[src/rtl/calc_seq_ctrl.sv]
// calc_seq_ctrl: operand entry and operation sequencer for the calculator.
// A is captured first, then B together with the operator. Add/sub/mul
// finish in one cycle. Divide is a restoring divider that produces one
// quotient bit per cycle, MSB first.
module calc_seq_ctrl #(
   parameter int WIDTH = 16
) (
   input  logic             clk,
   input  logic             rst,
   input  logic [WIDTH-1:0] sw_val,
   input  logic [1:0]       op_sel,
   input  logic             btn_enter,
   input  logic             btn_clear,
   output logic [WIDTH-1:0] A,
   output logic [WIDTH-1:0] B,
   output logic [WIDTH-1:0] C,
   output logic [1:0]       op_out,
   output logic [2:0]       state_out,
   output logic             busy,
   output logic             done,
   output logic             ovf,
   output logic             err
);

   localparam int CW = $clog2(WIDTH);

   typedef enum logic [2:0] {
      S_A    = 3'd0,
      S_B    = 3'd1,
      S_CALC = 3'd2,
      S_DIV  = 3'd3,
      S_SHOW = 3'd4,
      S_ERR  = 3'd5
   } state_t;

   state_t state_q, state_d;

   logic [WIDTH-1:0]   a_d, b_d, c_d;
   logic [1:0]         op_d;
   logic               ovf_d, done_d;
   logic [WIDTH-1:0]   rem_q, rem_d;   // partial remainder
   logic [WIDTH-1:0]   quo_q, quo_d;   // dividend shifting out, quotient shifting in
   logic [CW-1:0]      cnt_q, cnt_d;   // divide iteration index

   logic [WIDTH:0]     sum, dif, sh, trial;
   logic [2*WIDTH-1:0] prod;
   logic               qbit;

   assign state_out = state_q;
   assign busy      = (state_q == S_CALC) || (state_q == S_DIV);
   assign err       = (state_q == S_ERR);

   // State register
   always_ff @(posedge clk or negedge rst) begin
      if (!rst) state_q <= S_A;
      else      state_q <= state_d;
   end

   // Operand, result and divider registers
   always_ff @(posedge clk or negedge rst) begin
      if (!rst) begin
         A      <= '0;
         B      <= '0;
         C      <= '0;
         op_out <= '0;
         ovf    <= 1'b0;
         done   <= 1'b0;
         rem_q  <= '0;
         quo_q  <= '0;
         cnt_q  <= '0;
      end else begin
         A      <= a_d;
         B      <= b_d;
         C      <= c_d;
         op_out <= op_d;
         ovf    <= ovf_d;
         done   <= done_d;
         rem_q  <= rem_d;
         quo_q  <= quo_d;
         cnt_q  <= cnt_d;
      end
   end

   // Next-state and datapath decode; clear overrides everything at the end
   always_comb begin
      state_d = state_q;
      a_d     = A;
      b_d     = B;
      c_d     = C;
      op_d    = op_out;
      ovf_d   = ovf;
      done_d  = 1'b0;
      rem_d   = rem_q;
      quo_d   = quo_q;
      cnt_d   = cnt_q;

      sum   = {1'b0, A} + {1'b0, B};
      dif   = {1'b0, A} - {1'b0, B};
      prod  = {{WIDTH{1'b0}}, A} * {{WIDTH{1'b0}}, B};
      sh    = {rem_q, quo_q[WIDTH-1]};
      trial = sh - {1'b0, B};
      qbit  = ~trial[WIDTH];

      case (state_q)
         S_A: begin
            if (btn_enter) begin
               a_d     = sw_val;
               state_d = S_B;
            end
         end
         S_B: begin
            if (btn_enter) begin
               b_d     = sw_val;
               op_d    = op_sel;
               state_d = S_CALC;
            end
         end
         S_CALC: begin
            case (op_out)
               2'b00: begin
                  c_d = sum[WIDTH-1:0]; ovf_d = sum[WIDTH];
                  done_d = 1'b1; state_d = S_SHOW;
               end
               2'b01: begin
                  c_d = dif[WIDTH-1:0]; ovf_d = dif[WIDTH];
                  done_d = 1'b1; state_d = S_SHOW;
               end
               2'b10: begin
                  c_d = prod[WIDTH-1:0]; ovf_d = |prod[2*WIDTH-1:WIDTH];
                  done_d = 1'b1; state_d = S_SHOW;
               end
               default: begin
                  if (B == '0) begin
                     c_d = '0; ovf_d = 1'b0; state_d = S_ERR;
                  end else begin
                     rem_d = '0; quo_d = A; cnt_d = '0; state_d = S_DIV;
                  end
               end
            endcase
         end
         S_DIV: begin
            // Restore by simply not committing the trial subtraction
            rem_d = qbit ? trial[WIDTH-1:0] : sh[WIDTH-1:0];
            quo_d = {quo_q[WIDTH-2:0], qbit};
            cnt_d = cnt_q + CW'(1);
            if (cnt_q == CW'(WIDTH-1)) begin
               c_d     = {quo_q[WIDTH-2:0], qbit};
               ovf_d   = 1'b0;
               done_d  = 1'b1;
               state_d = S_SHOW;
            end
         end
         S_SHOW: begin
            // Chain: the result becomes the next A
            if (btn_enter) begin
               a_d     = C;
               b_d     = '0;
               state_d = S_B;
            end
         end
         S_ERR: begin
            if (btn_enter) begin
               a_d = '0; b_d = '0; c_d = '0; ovf_d = 1'b0;
               state_d = S_A;
            end
         end
         default: begin
            a_d = '0; b_d = '0; c_d = '0; op_d = '0; ovf_d = 1'b0;
            state_d = S_A;
         end
      endcase

      if (btn_clear) begin
         a_d     = '0;
         b_d     = '0;
         c_d     = '0;
         op_d    = '0;
         ovf_d   = 1'b0;
         done_d  = 1'b0;
         state_d = S_A;
      end
   end

endmodule

[config.mk]
export PLATFORM = sky130hd
export DESIGN_NAME = calc_seq_ctrl
export DESIGN_NICKNAME = d
export VERILOG_FILES = /design/src/rtl/calc_seq_ctrl.sv
export SDC_FILE = /design/constraint.sdc
export NUM_CORES = 1
export LEC_CHECK = 0
export CAP_MARGIN = 10
export CORE_MARGIN = 2
export CORE_UTILIZATION = 38
export DETAILED_ROUTE_END_ITERATION = 8
export DONT_BUFFER_PORTS = 1
export MAX_ROUTING_LAYER = met4
export PLACE_DENSITY = 0.6
export SYNTH_ARGS = -nofsm -noshare
export SYNTH_HDL_FRONTEND = slang
export SYNTH_SLANG_ARGS = --single-unit
[constraint.sdc]
create_clock -name clk -period 6.2 [get_ports clk]
set_input_delay 1.86 -clock clk [delete_from_list [all_inputs] [get_ports clk]]
set_output_delay 1.86 -clock clk [all_outputs]
set_load 0.02 [all_outputs]
==> summary.md, run 1 <==
| Metric | Value |
|---|---|
| Total standard cell area after synthesis | `0.0151 mm²` |
| Placed cells | `roughly 2400` |
| Half-perimeter wire length of the detailed placement result | `approximately 39000 µm` |
| Post-layout power | `3.23 mW` |
| Pin count of the biggest net entering global routing | `92` |
| Kind of start point of the critical path | `flip-flop` |
| Buf/Inv on CP | `5` |
| Number of H-tree levels | `3` |
| Number of storage elements in the synthesis netlist | `91` |
| Number of distinct library cell variants in the gate-level netlist after synthesis | `between 70 and 80` |
| Overall via count from detail_route | `13300` |
| Synth Flop Type | `sky130_fd_sc_hd__dfrtp_1` |
| Peak Freq | `~0.16 GHz` |
| Worst max-slew margin expressed relative to the limit | `between 10% and 20%` |
| Portion of synthesized cell area occupied by the leading cell type | `26.1%` |
| Aggregate global-route resource usage | `24.7%` |
| Final core utilization | `between 40% and 50%` |
| Cells after synthesis | `about 1800` |
| Maximum number of buffers from clock root to sink | `2` |
| PortBufs | `0` |
| Initial cell density of the core | `38.3%` |
| Via/cell ratio | `roughly 5.4` |
| Area enclosed by the die boundary | `roughly 0.041 mm²` |
| Final non-filler cell total | `approximately 2500` |
| Sequential-to-total area share from yosys stat | `15.1%` |
| Core area | `about 0.04 mm²` |
| CTS tree | `done` |
| Total number of nets in the final design | `2294` |
| Number of enable flip-flop cells after synthesis | `0` |
| # IOs | `79` |
| Violations in the final reports | `negative setup slack` |
| Number of diodes added for antenna fixing | `0` |
| Minimum clock period | `approximately 6.3 ns` |
| Mean instance size in the synthesized netlist | `8.57 µm²` |
| Number of maximum-capacitance violations | `0` |
| Root Buffer Master | `sky130_fd_sc_hd__clkbuf_16` |
| Total power per unit cell area | `between 150 and 200 mW/mm²` |
| Placer congestion estimate | `around 0.93` |
| Maximum single-stage delay on the critical path | `approximately 0.55 ns` |
| Setup_tns | `-0.111 ns` |
| Cell type group with the largest total delay on the critical path | `adder cells` |
| Clk slew on worst S/H paths | `around 0.08 ns` |
| Worst path most repeated cell | `sky130_fd_sc_hd__fa_1` |
| Clock Latency Late Sink | `~0.37 ns` |
| Reg-to-reg setup timing slack | `-0.11 ns` |
| Start-to-end type of the worst setup path | `flip-flop to flip-flop` |
| Count of hold-fix buffers inserted at cts | `0` |
| Global-route wire length before repair | `77100 µm` |
| Setup Skew | `0.0135 ns` |
| Number of buffers added by the clock tree synthesis step | `9` |
| Placed inst area | `roughly 0.017 mm²` |
| Pre-CTS setup slack | `-0.496 ns` |
| Antenna Nets Post-Route | `0` |
| Unrepaired setup endpoints after global routing | `yes` |
| Floorplan die height | `~200 µm` |
| Detailed-route wire length per cell | `around 20 µm` |
| Number of nets produced by synthesis | `between 2000 and 2500` |
| Number of setup violations in the final report | `1` |
| Maximum fanout encountered on the critical timing path | `6` |
| Overall die width | `203 µm` |
| Endpoint class of the critical path | `flip-flop` |
| Ranking of synthesized cells by area | `sky130_fd_sc_hd__fa_1, sky130_fd_sc_hd__dfrtp_1, sky130_fd_sc_hd__ha_1` |
| Overall overflow remaining after global route | `0` |
| Final Slew Violations | `0` |
| Required time worst endpoint | `about 6.4 ns` |
| Worst hold slack | `approximately 0.53 ns` |
| Cell-by-cell trace of the critical path | `buf_12 > and2_1 > fa_1 > inv_1 > fa_1 > inv_1 > fa_1 > fa_1 > fa_1 > inv_1 > fa_1 > inv_1 > ha_4 > and2_4 > nand3_1 > a2111o_1 > a21oi_2 > o21ai_1 > a221oi_2 > nand4_1 > nor4_2 > a21oi_1` |
| Synth Warn # | `0` |
| Sink count of the clock tree | `91` |
| Critical Path AT | `between 6 and 7 ns` |
| Cell with the most instances after synthesis | `sky130_fd_sc_hd__inv_1` |
| Length of the first detailed-routing pass in iterations | `6` |
| DRC marker count from the first detailed-route iteration | `~950` |
| Fraction of layout cells with a size suffix above 1 | `between 15 and 20%` |
| Share of synthesized flip-flops with an asynchronous set or reset | `100%` |
| Post-layout worst setup margin | `-0.111 ns` |
| Worst-Margin Slew | `1.26 ns` |
| Maximum VDD drop | `~230 µV` |
| Cell at the slowest stage of the critical path | `sky130_fd_sc_hd__fa_1` |
| Number of global-route vias before repair | `roughly 14000` |
| Antenna violations before repair | `0` |
| Classification of the worst-slack hold path | `flip-flop to flip-flop` |
| Post-Route WL | `a little under 50000 µm` |
| Std cell rows | `73` |
| Count of final hold-check violations | `0` |
| Area overhead of the layout relative to synthesis | `18.4%` |
| Top cell type by total area after synthesis | `sky130_fd_sc_hd__fa_1` |
| Total leakage power | `around 8 nW` |
| Commonest cells in the netlist | `sky130_fd_sc_hd__inv_1, sky130_fd_sc_hd__nand2_1, sky130_fd_sc_hd__fa_1` |
| Status | `finished, violations left` |
| Post-route DRC violation count | `0` |
| Final Instance Area | `0.0179 mm²` |
| Post-route fraction of the period consumed by the critical path | `102%` |
==> worst reg2reg max path, stage by stage, from the launching register on <==
cell	delay (ns)
sky130_fd_sc_hd__dfrtp_2	0.46
sky130_fd_sc_hd__buf_12	0.15
sky130_fd_sc_hd__and2_1	0.15
sky130_fd_sc_hd__fa_1	0.54
sky130_fd_sc_hd__inv_1	0.05
sky130_fd_sc_hd__fa_1	0.49
sky130_fd_sc_hd__inv_1	0.06
sky130_fd_sc_hd__fa_1	0.55
sky130_fd_sc_hd__fa_1	0.44
sky130_fd_sc_hd__fa_1	0.49
sky130_fd_sc_hd__inv_1	0.05
sky130_fd_sc_hd__fa_1	0.47
sky130_fd_sc_hd__inv_1	0.06
sky130_fd_sc_hd__ha_4	0.29
sky130_fd_sc_hd__and2_4	0.15
sky130_fd_sc_hd__nand3_1	0.11
sky130_fd_sc_hd__a2111o_1	0.49
sky130_fd_sc_hd__a21oi_2	0.21
sky130_fd_sc_hd__o21ai_1	0.10
sky130_fd_sc_hd__a221oi_2	0.32
sky130_fd_sc_hd__nand4_1	0.16
sky130_fd_sc_hd__nor4_2	0.29
sky130_fd_sc_hd__a21oi_1	0.11
==> power breakdown <==
part           internal, mW  switching (mW)
sequential            0.679           0.120
combinational         0.772            1.09
clock                 0.308           0.265
==> cell families after synthesis <==
logic type	share of synthesized area, %
flops	15.1
buf+inv	8.60
compound gates	16.0
fa+ha+maj	38.8
xor+xnor	2.38
mux	1.67
simple gates	17.5
==> registers in the layout (all words and copies together) (netlist names) <==
register and count:
ovf 1, done 1, op_out 2, state_out 3, C 16, B 16, quo_q 16, cnt_q 4
rem_q 16, A 16
==> per-layer routing <==
metal  up-vias  global-route usage [%]  wire length, µm
li1       6162                       -                -
met1      6699                    33.0            21700
met2       419                    39.9            23200
met3        60                    3.66             2940
met4         0                    5.42             1060
met5         -                       -                0
==> area by class of cell <==
cell class	count	area [µm²]
clock buffer	12	267
sequential	91	2310
tap	525	657
multi-input combinational	1327	11800
clock inverter	4	32.5
inverter	265	995
timing repair buffer	228	1800
fill	3939	21600
==> cells in the final DEF (no fill, tap or decap), types with 7 or more instances in the layout <==
master,n
sky130_fd_sc_hd__clkbuf_16,9
sky130_fd_sc_hd__and2_1,107
sky130_fd_sc_hd__o311ai_0,13
sky130_fd_sc_hd__nand2b_1,9
sky130_fd_sc_hd__buf_4,217
sky130_fd_sc_hd__o21ai_0,71
sky130_fd_sc_hd__a22o_1,8
sky130_fd_sc_hd__dfrtp_1,71
sky130_fd_sc_hd__a31oi_1,7
sky130_fd_sc_hd__and3_1,8
sky130_fd_sc_hd__nand2_1,240
sky130_fd_sc_hd__a21oi_2,7
sky130_fd_sc_hd__ha_1,143
sky130_fd_sc_hd__nor2b_1,9
sky130_fd_sc_hd__nor3_1,31
sky130_fd_sc_hd__inv_1,262
sky130_fd_sc_hd__xnor2_1,24
sky130_fd_sc_hd__a21o_1,22
sky130_fd_sc_hd__nor2_1,72
sky130_fd_sc_hd__a22oi_1,40
sky130_fd_sc_hd__mux2i_1,23
sky130_fd_sc_hd__or3_1,7
sky130_fd_sc_hd__nand3_1,34
sky130_fd_sc_hd__fa_2,8
sky130_fd_sc_hd__o211ai_1,7
sky130_fd_sc_hd__dfrtp_2,18
sky130_fd_sc_hd__o31ai_1,27
sky130_fd_sc_hd__xor2_1,16
sky130_fd_sc_hd__o21a_1,13
sky130_fd_sc_hd__fa_1,189
sky130_fd_sc_hd__o21bai_1,9
sky130_fd_sc_hd__ha_4,10
sky130_fd_sc_hd__a21oi_1,64
==> path summary, 6_finish.rpt <==
kind	from	endpoint	cells past startpoint
worst max-delay path	B[4]	ovf	22
worst min-delay path	rem_q[10]	rem_q[10]	2
worst max register to register	B[4]	ovf	22
worst min register to register	rem_q[10]	rem_q[10]	2
max in group asynchronous	rst	A[15]	0
min in group asynchronous	rst	rem_q[4]	0
==> what timing repair did <==
action,4_1_cts,5_1_grt
buffers inserted,26,17
gates cloned,0,0
setup endpoints to repair,1,3
gates resized for setup,45,18
pin swaps,30,24
hold endpoints to repair,0,0
No activity file was read; power rests on OpenSTA's default activity.
==> inputs of run 2 (changes only) <==
CTS_CLUSTER_SIZE = 10   (was unset)
PLACE_DENSITY = 0.58   (was 0.6)
clock period = 6.33 ns   (was 6.2 ns; I/O delays follow)
==> summary.md, run 2 (synthesized netlist as in run 1, its figures left out) <==
| Metric | Value |
|---|---|
| Overall overflow remaining after global route | `0` |
| Share of total power in sequential cells | `24.7%` |
| Placer congestion estimate | `just over 0.9` |
| Post-route fraction of the period consumed by the critical path | `100%` |
| Global-route wire length before repair | `roughly 76000 µm` |
| Total number of nets in the final design | `around 2300` |
| Overall die width | `a little over 200 µm` |
| Minimum clock period | `between 6 and 7 ns` |
| Number of global-route vias before repair | `between 10000 and 15000` |
| Required time worst endpoint | `roughly 6.6 ns` |
| Worst hold path endpoint | `rem_q[12]` |
| Half-perimeter wire length of the detailed placement result | `between 30000 and 40000 µm` |
| Worst max-slew margin expressed relative to the limit | `about a fifth` |
| Aggregate global-route resource usage | `roughly a quarter` |
| Cell Int Power | `about 1.7 mW` |
| Hold Crit Start | `rem_q[12]` |
| Post-Route WL | `between 40000 and 50000 µm` |
| Most frequent standard cell in the layout excluding fill and tap cells | `sky130_fd_sc_hd__inv_1` |
| Antenna Nets Post-Route | `0` |
| Detailed-route wire length per cell | `19.6 µm` |
| Net switching fraction of the power | `roughly 46%` |
| Area used by multi-input combinational logic | `between 0.01 and 0.015 mm²` |
| Reg area | `0.00231 mm²` |
| Post-layout worst setup margin | `-0.0224 ns` |
| Post-route DRC violation count | `0` |
| Number of diodes added for antenna fixing | `0` |
| Fraction of layout cells with a size suffix above 1 | `around 18%` |
| Worst path most repeated cell | `sky130_fd_sc_hd__buf_4` |
| Area enclosed by the die boundary | `roughly 0.041 mm²` |
| Count of final hold-check violations | `0` |
| Comb pwr share | `57.1%` |
| Number of buffers added by the clock tree synthesis step | `9` |
| Classification of the worst-slack hold path | `flip-flop to flip-flop` |
| Antenna violations before repair | `0` |
| Initial cell density of the core | `approximately two fifths` |
| PortBufs | `0` |
| Switch Pwr | `~1.5 mW` |
| Post-layout power | `approximately 3.2 mW` |
| Setup Skew | `between 0.01 and 0.015 ns` |
| Clock Latency Late Sink | `0.38 ns` |
| Maximum fanout encountered on the critical timing path | `6` |
| Setup_tns | `-0.0224 ns` |
| Total leakage power | `between 8 and 9 nW` |
| Depth of the most critical reg-to-reg path | `25` |
| Commonest non-fill, non-tap cells in the layout | `sky130_fd_sc_hd__inv_1, sky130_fd_sc_hd__nand2_1, sky130_fd_sc_hd__buf_4` |
| Clock share of power | `between 10% and 20%` |
| Via/cell ratio | `5.37` |
| Root Buffer Master | `sky130_fd_sc_hd__clkbuf_16` |
| CTS tree | `done` |
| Violations in the final reports | `negative setup slack` |
| Core area | `about 0.04 mm²` |
| Worst reg2reg path startpoint | `B[6]` |
| Maximum number of buffers from clock root to sink | `2` |
| Endpoint class of the critical path | `flip-flop` |
| Unrepaired setup endpoints after global routing | `yes` |
| Std cell rows | `73` |
| Final Slew Violations | `0` |
| Number of maximum-capacitance violations | `0` |
| Kind of start point of the critical path | `flip-flop` |
| Cell at the slowest stage of the critical path | `sky130_fd_sc_hd__fa_1` |
| Count of cells along the worst hold path | `2` |
| Worst-Margin Slew | `around 1.2 ns` |
| Sink count of the clock tree | `91` |
| Count of hold-fix buffers inserted at cts | `0` |
| Start-to-end type of the worst setup path | `flip-flop to flip-flop` |
| Number of setup violations in the final report | `1` |
| Pin count of the biggest net entering global routing | `92` |
| Number of H-tree levels | `3` |
| Overall via count from detail_route | `between 10000 and 15000` |
| Reg-to-reg setup timing slack | `-0.02 ns` |
| Clk slew on worst S/H paths | `roughly 0.090 ns` |
| Maximum single-stage delay on the critical path | `0.54 ns` |
| Area overhead of the layout relative to synthesis | `18.8%` |
| Critical Path AT | `roughly 6.6 ns` |
| Filler cells | `between 3000 and 4000` |
| Critical register-to-register path endpoint | `ovf` |
| Length of the first detailed-routing pass in iterations | `6` |
| # IOs | `79` |
| Peak Freq | `between 0.15 and 0.2 GHz` |
| Floorplan die height | `slightly above 200 µm` |
| Status | `finished, violations left` |
| Maximum VDD drop | `~220 µV` |
| DRC marker count from the first detailed-route iteration | `approximately 1100` |
| Total power per unit cell area | `about 180 mW/mm²` |
## run 2: cell types whose count changed in the layout (fill, tap and decap cells not counted), sizes merged
cell	change
clkinvlp	-2
inv	+5
buf	+6
clkbuf	-2
## run 2: layout make-up
type	instances	share of cell area [%]
flip-flops and latches	91	12.9
repair buffers	235	10.4
well taps	525	3.66
clock inverters	7	0.425
multi-input cells	1327	65.9
inverters	265	5.54
clock buffers	9	1.25
## run 2: how the worst max path moves through the flow
stage                from  end  slack, ns
floorplan            A[8]  ovf     0.0003
global placement    A[12]  ovf      -0.36
detailed placement  A[12]  ovf      -0.49
CTS                  A[5]  ovf     0.0002
global route         B[6]  ovf      -0.26
finish               B[6]  ovf      -0.02
## run 2: metal layers
layer  wire length (µm)  vias up  GRT usage [%]  part of all wire, %
met3               2880       55           2.60                  6.0
met1              21900     6551           34.1                   45
met2              22500      426           38.4                   47
met5                  0        -              -                    0
li1                   -     6175              -                    -
met4                884        0           4.90                  1.8
## run 2: timing repair
action                     4_1_cts  5_1_grt
hold endpoints to repair         0        0
setup endpoints to repair        1        1
setup buffers                   12       22
pin swaps                        6       38
resized for setup               50       44
## run 2: power by group through the flow
stage / registers (mW) / clock network (mW) / logic, mW
detailed placement: 0.794 / 0 / 1.69
global route: 0.795 / 0.601 / 2.00
global placement: 0.792 / 0 / 1.66
floorplan: 0.777 / 0 / 1.15
finish: 0.783 / 0.574 / 1.81
CTS: 0.781 / 0.581 / 1.75
## run 2: per-stage QoR
stage                     hold WS [ns]  util [%]  std cells  setup slack (ns)  instance area (µm²)
after global placement           0.508      43.2       2410            -0.360                17100
after CTS                        0.527      44.7       2438          0.000213                17600
final                            0.517      45.5       2459           -0.0224                18000
after global routing             0.549      45.5       2459            -0.260                18000
after floorplan                  0.472         -       1764          0.000262                15100
after detailed placement         0.507      43.2       2410            -0.486                17100
## run 2: worst max-delay path, delay by kind of cell, from the launching register on
kind                     cells  cell delay, ns
flip-flops                   1            0.45
AO/OA/AOI/OAI                6            1.17
adder cells (fa/ha/maj)      7            2.89
buffers and inverters        8            0.93
AND/OR/NAND/NOR              4            0.74
